===== src/rtl/fetch_stage.sv =====
`default_nettype none
// +----------------------------------------------------------------------------+
// | fetch_stage : rv32i instruction fetch; PC, imem read, IF/ID register with  |
// |               one-entry stall hold buffer and EX redirect flush.           |
// | Option macro: FETCH_STATS_EN adds stat_fetched / stat_redirects counters.  |
// | Revision    : 1.0 - initial release                                        |
// +----------------------------------------------------------------------------+
module fetch_stage #(
   parameter logic [31:0] RESET_PC = 32'h0000_0000
) (
   input  logic        clk,
   input  logic        rst_n,
   input  logic        stall,
   input  logic        redirect_valid,
   input  logic [31:0] redirect_pc,
   output logic        imem_en,
   output logic [31:0] imem_addr,
   input  logic [31:0] imem_rdata,
   output logic        if_id_valid,
   output logic [31:0] if_id_instr,
   output logic [31:0] if_id_pc,
   output logic [31:0] if_id_pc_plus4
`ifdef FETCH_STATS_EN
  ,output logic [31:0] stat_fetched,
   output logic [31:0] stat_redirects
`endif
);

   localparam logic [31:0] c_nop = 32'h0000_0013;

   logic        issue;
   logic        load_valid;

   logic [31:0] pc_q, pc_d;
   logic        pend_q, pend_d;
   logic [31:0] pend_pc_q, pend_pc_d;
   logic        hold_valid_q, hold_valid_d;
   logic [31:0] hold_instr_q, hold_instr_d;
   logic [31:0] hold_pc_q, hold_pc_d;
   logic        if_id_valid_q, if_id_valid_d;
   logic [31:0] if_id_instr_q, if_id_instr_d;
   logic [31:0] if_id_pc_q, if_id_pc_d;
   logic [31:0] if_id_pc_plus4_q, if_id_pc_plus4_d;

   assign issue     = rst_n & ~stall & ~redirect_valid;
   assign imem_en   = issue;
   assign imem_addr = pc_q;

   always_comb begin
      pc_d             = pc_q;
      pend_d           = pend_q;
      pend_pc_d        = pend_pc_q;
      hold_valid_d     = hold_valid_q;
      hold_instr_d     = hold_instr_q;
      hold_pc_d        = hold_pc_q;
      if_id_valid_d    = if_id_valid_q;
      if_id_instr_d    = if_id_instr_q;
      if_id_pc_d       = if_id_pc_q;
      if_id_pc_plus4_d = if_id_pc_plus4_q;
      load_valid       = 1'b0;

      if (redirect_valid) begin
         // Redirect beats stall: kill the pending read, the held word and IF/ID.
         pc_d          = {redirect_pc[31:2], 2'b00};
         pend_d        = 1'b0;
         hold_valid_d  = 1'b0;
         if_id_valid_d = 1'b0;
         if_id_instr_d = c_nop;
      end else begin
         if (issue) begin
            pc_d      = pc_q + 32'd4;
            pend_d    = 1'b1;
            pend_pc_d = pc_q;
         end else begin
            pend_d    = 1'b0;
         end

         if (stall) begin
            // No issue while stalled, so at most one response ever needs parking.
            if (pend_q) begin
               hold_valid_d = 1'b1;
               hold_instr_d = imem_rdata;
               hold_pc_d    = pend_pc_q;
            end
         end else if (hold_valid_q) begin
            hold_valid_d     = 1'b0;
            if_id_valid_d    = 1'b1;
            if_id_instr_d    = hold_instr_q;
            if_id_pc_d       = hold_pc_q;
            if_id_pc_plus4_d = hold_pc_q + 32'd4;
            load_valid       = 1'b1;
         end else if (pend_q) begin
            if_id_valid_d    = 1'b1;
            if_id_instr_d    = imem_rdata;
            if_id_pc_d       = pend_pc_q;
            if_id_pc_plus4_d = pend_pc_q + 32'd4;
            load_valid       = 1'b1;
         end else begin
            if_id_valid_d = 1'b0;
            if_id_instr_d = c_nop;
         end
      end
   end

   always_ff @(posedge clk or negedge rst_n) begin
      if (!rst_n) begin
         pc_q             <= RESET_PC;
         pend_q           <= 1'b0;
         pend_pc_q        <= 32'd0;
         hold_valid_q     <= 1'b0;
         hold_instr_q     <= c_nop;
         hold_pc_q        <= 32'd0;
         if_id_valid_q    <= 1'b0;
         if_id_instr_q    <= c_nop;
         if_id_pc_q       <= 32'd0;
         if_id_pc_plus4_q <= 32'd4;
      end else begin
         pc_q             <= pc_d;
         pend_q           <= pend_d;
         pend_pc_q        <= pend_pc_d;
         hold_valid_q     <= hold_valid_d;
         hold_instr_q     <= hold_instr_d;
         hold_pc_q        <= hold_pc_d;
         if_id_valid_q    <= if_id_valid_d;
         if_id_instr_q    <= if_id_instr_d;
         if_id_pc_q       <= if_id_pc_d;
         if_id_pc_plus4_q <= if_id_pc_plus4_d;
      end
   end

   assign if_id_valid    = if_id_valid_q;
   assign if_id_instr    = if_id_instr_q;
   assign if_id_pc       = if_id_pc_q;
   assign if_id_pc_plus4 = if_id_pc_plus4_q;

`ifdef FETCH_STATS_EN
   logic [31:0] stat_fetched_q, stat_fetched_d;
   logic [31:0] stat_redirects_q, stat_redirects_d;

   always_comb begin
      stat_fetched_d   = stat_fetched_q;
      stat_redirects_d = stat_redirects_q;
      if (load_valid)     stat_fetched_d   = stat_fetched_q + 32'd1;
      if (redirect_valid) stat_redirects_d = stat_redirects_q + 32'd1;
   end

   always_ff @(posedge clk or negedge rst_n) begin
      if (!rst_n) begin
         stat_fetched_q   <= 32'd0;
         stat_redirects_q <= 32'd0;
      end else begin
         stat_fetched_q   <= stat_fetched_d;
         stat_redirects_q <= stat_redirects_d;
      end
   end

   assign stat_fetched   = stat_fetched_q;
   assign stat_redirects = stat_redirects_q;
`else
   logic unused_load_valid;
   assign unused_load_valid = load_valid;
`endif

endmodule
`default_nettype wire


===== config.mk =====
export PLATFORM = sky130hd
export DESIGN_NAME = fetch_stage
export DESIGN_NICKNAME = d
export VERILOG_FILES = /design/src/rtl/fetch_stage.sv
export SDC_FILE = /design/constraint.sdc
export NUM_CORES = 1
export LEC_CHECK = 0
export ABC_CLOCK_PERIOD_IN_PS = 3800
export CORE_MARGIN = 2
export CORE_UTILIZATION = 54
export CTS_BUF_LIST = sky130_fd_sc_hd__clkbuf_4
export DETAILED_ROUTE_END_ITERATION = 8
export PLACE_DENSITY = 0.91
export SLEW_MARGIN = 20
export SYNTH_ARGS = -nofsm -noshare
export SYNTH_HDL_FRONTEND = slang
export SYNTH_SLANG_ARGS = --single-unit

===== constraint.sdc =====
create_clock -name clk -period 3.8 [get_ports clk]
set_input_delay 1.14 -clock clk [delete_from_list [all_inputs] [get_ports clk]]
set_output_delay 1.14 -clock clk [all_outputs]
set_load 0.01 [all_outputs]

# Word-level counts from Yosys, hierarchy flattened
# Cells that the tools add are included.
dict set report op_classes {
  n_mux 19
  bitwise_logic 4
  magnitude_cmp 0
  shift 0
  n_reduce_logical 5
  eq_ne 2
  n_mul 0
  add_sub_neg 3
  n_div 0
}
# cell n
set ops {}
lappend ops {{two-way mux 32 bit} 10}
lappend ops {{adder 32 x 3 -> 32 bit (second input constant)} 3}
lappend ops {{two-way mux 1 bit} 9}
lappend ops {{AND reduction 3 bit} 2}
lappend ops {{nonzero test 2 bit} 2}
lappend ops {{!= test 3 x 1 -> 1 bit (second input constant)} 1}
lappend ops {{bitwise AND 1 bit} 2}
lappend ops {{!= test 2 x 1 -> 1 bit (second input constant)} 1}
lappend ops {{inverter 1 bit} 2}
lappend ops {{AND reduction 2 bit} 1}
dict set report word_totals {
  mem_bits_rw 0
  memories 0
  latch_bits 0
  word_cells 43
  rom_bits 0
  reg_bits 227
}

# Depth between registers and ports, before layout
dict set report depth {
  word_depth 5
  mapped_depth 12
  depth_no_buf 8
}

# Least setup slack after synthesis
# No wires, ideal clock.
dict set report synth_path {
  kind {input to output}
  from {in stall}
  to {out imem_en}
  path_buffers 2
  path_slack_ps 564
  cell_stages 3
  arrival_time_ps 2096
  t_required_ps 2660
  cell_sequence {clkbuf_1 -> nor3_1 -> clkbuf_1}
}
dict set report synth_via {
  elab_chain_cells 3
}
# item line
set synth_rtl {}
lappend synth_rtl {{start: declaration} 13} ;# input logic stall,
lappend synth_rtl {{inverter 1 bit (no line)} -}
lappend synth_rtl {{bitwise AND 1 bit (2 in series)} 45} ;# assign issue = rst_n & ~stall & ~redirect_valid;
lappend synth_rtl {{end: declaration} 16} ;# output logic imem_en,
# No other way between the ends.

# Worst setup path after layout
dict set report layout_path {
  from {in redirect_valid}
  to {out imem_en}
}
dict set report layout_via {
  elab_chain_cells 2
}
# item line
set layout_rtl {}
lappend layout_rtl {{start: declaration} 14} ;# input logic redirect_valid,
lappend layout_rtl {{inverter 1 bit (no line)} -}
lappend layout_rtl {{bitwise AND 1 bit} 45}
# No other way between the ends.

==> out/metrics.cfg <==
[die]
core_area_mm2=0.0186
rows=50
die_y_um=141
ios=198
die_area_mm2=0.0200
die_w_um=141
start_util=0.547

[grt]
grt_pass1_wl_mm=41.0
antenna_found_initial=1
grt_usage=0.254
grt_max_degree=180
grt_pass1_vias=8085
met1_usage=0.356
grtUsageMet2=0.397
grt_overflow=0
top_usage_layer=met2
grt_util_met3=0.0560

[place]
placed_area_mm2=0.0123
dpl.cell_count=1329
routabilityCongestion=0.876
portBuffers=189
dpl.hpwl_mm=17.2

[synthesis]
netlist_instances=949
synth_area_mm2=0.0102
synth_top_area_share=0.515
synth_area_leaders=dfrtp_1 (51%), mux2_2 (11%), nand2_1 (4.2%)
synthMuxAreaShare=0.130
synthArstFlopShare=1.00
synthFlopType=dfrtp_1
synth_edf_count=0
synthXorXnorAreaFrac=0.0360
synth.most_common_cell=dfrtp_1
synth_compound_area_frac=0.115
synth_top_family_by_area=simple AND/OR/NAND/NOR gates
ys_types=61
ys_ff_latch=217
synth_top_area_cell=dfrtp_1
synth.avg_cell_area_um2=10.8
ys_seq_area_frac=0.533
ys_warn_count=0
synth-adder-area-share=0.00245
synth_commonest_cells=dfrtp_1 (210), nand2_1 (113), mux2_2 (97), nor2_1 (80), o21ai_0 (65)
synth-simple-area-share=0.152

[cts]
cts.clk_slew.worst_paths_ns=0.06
cts_hold_buf=0
cts_root_buf=clkbuf_4
clk_path_buf_depth=3
cts_buffers=54
h-tree-depth=2
cts_setup_buffers=0
clkLatencyLatePin_ns=0.64
cts_sinks=217
tritoncts=yes
post_cts_resized=0

[setup_path]
critPathKind=primary input to output port
cp.arrival_ns=2.18
critPathRequiredTime_ns=2.66
cp-end-kind=output port
slowest_delay_ns=0.60
slowest_stage=clkdlybuf4s50_1
worstSetupStartpointType=primary input
crit_path_cell_trace=buf_2 > nor3_2 > clkdlybuf4s50_1
critical_path_peak_fanout=3

[drt]
drcViolationCount=0
firstDrtPassIters=5
routed_wirelength_mm=25.0
vias_per_cell=5.75
drt_iter0_markers=492
vias=8174
wl_per_cell_um=17.6
detail-route-antenna-nets=0

[timing]
rsz0062_at_grt=no
max_clock_freq_ghz=0.301
slew_headroom=0.314
period_share=0.874
slew_violations=0
fin_skew_ns=0.0348
hold_viol=0
holdWs_ns=0.478
setup_violations=0
min_period_ns=3.32
fin_tns_setup_ns=0
tightest_slew_ns=1.03

[power_and_ir_drop]
ir_worst_vdd_uv=249
power_mw=6.67
power_density_mw_per_mm2=516
p_leak_nw=5.50

[worst_hold_path]
hp-class=flip-flop to flip-flop

[final_layout]
stdcell_area_mm2=0.0129
seq_area_mm2=0.00544
drive_gt1_frac=0.196
multi_input_area_mm2=0.00448
fin_cells=1421
nFillCells=1328
nets=1221
areaGrowthSynthToFinish_pct=26.8

[job]
max_cap_violations=0

[run_status]
outcome=finished clean

==> sequential cells by signal (all words and copies together) (netlist names) <==
signal          count
hold_instr_q       32
hold_pc_q          30
if_id_pc_plus4     30
hold_valid_q        1
if_id_pc           30
pend_pc_q          30
if_id_instr        32
imem_addr          30
if_id_valid         1
pend_q              1
==> per-stage QoR <==
| stage | utilization | setup slack [ns] |
|---|---|---|
| finish | 0.694 | 0.477 |
| global route | 0.694 | 0.467 |
| CTS | 0.694 | 0.472 |
| detailed placement | 0.658 | 0.470 |
| global placement | 0.658 | 0.466 |
| floorplan | - | 0.564 |
==> final cells by class <==
| cell class | count | area share |
|---|---|---|
| clock buffer | 86 | 0.0499 |
| inverter | 6 | 0.00174 |
| tap | 234 | 0.0226 |
| antenna | 1 | 0.000193 |
| clock inverter | 5 | 0.00145 |
| timing repair buffer | 205 | 0.157 |
| sequential | 217 | 0.421 |
| multi-input combinational | 667 | 0.346 |
==> power by group <==
part           total (mW)  internal [mW]  switching (mW)
Clock                1.89           1.01           0.878
Sequential           3.25           2.81           0.443
Combinational        1.53          0.871           0.660
Total                6.67           4.69            1.98
==> per-layer routing <==
metal  up-vias  share of wire
li1       3811              -
met1      4016           0.44
met2       300           0.47
met3        47          0.064
met4         0          0.023
met5         -              0
==> cells by family after synthesis <==
kind of cell,after synthesis
buf+inv,70
xor+xnor,42
fa+ha+maj,2
simple gates,309
flops,217
compound gates,188
mux,120
other cells,1
==> final timing paths <==
| path | from | end | slack [ns] | cells past startpoint |
|---|---|---|---|---|
| max | redirect_valid | imem_en | 0.48 | 3 |
| min in group asynchronous | rst_n | pend_pc_q[3]$_DFFE_PN0P_ | 0.62 | 2 |
| max in group asynchronous | rst_n | hold_valid_q$_DFFE_PN0P_ | 2.29 | 2 |
| min reg2reg | if_id_pc_plus4[2]$_DFFE_PN1P_ | if_id_pc_plus4[2]$_DFFE_PN1P_ | 0.48 | 2 |
| min | if_id_pc_plus4[2]$_DFFE_PN1P_ | if_id_pc_plus4[2]$_DFFE_PN1P_ | 0.48 | 2 |
| max reg2reg | hold_valid_q$_DFFE_PN0P_ | if_id_pc_plus4[24]$_DFFE_PN0P_ | 0.83 | 8 |
==> cells in the final DEF (no fill, tap or decap), types with 5 or more instances in the layout <==
cell type and n:
a21o_1 10, mux2_2 97, nor3_1 8, o22ai_1 5
nor2b_1 8, mux2i_1 23, conb_1 6, dfrtp_1 209
and3_1 6, a22oi_1 35, o21ai_0 65, xor2_1 18
nor2_1 80, nand4_1 17, clkbuf_4 86, o21ai_1 6
buf_4 14, inv_1 6, nand3b_1 7, nor4_2 6
clkdlybuf4s50_1 186, or4_1 5, nand2_1 112, nand3_1 29
dfstp_2 7, xnor2_1 24, a211o_1 5, a21oi_1 35
==> worst max-delay path, delay by kind of cell <==
kind          cells  cell delay (ns)
simple gates      1             0.31
buf+inv           2             0.73
(Power assumes the default switching activity.)
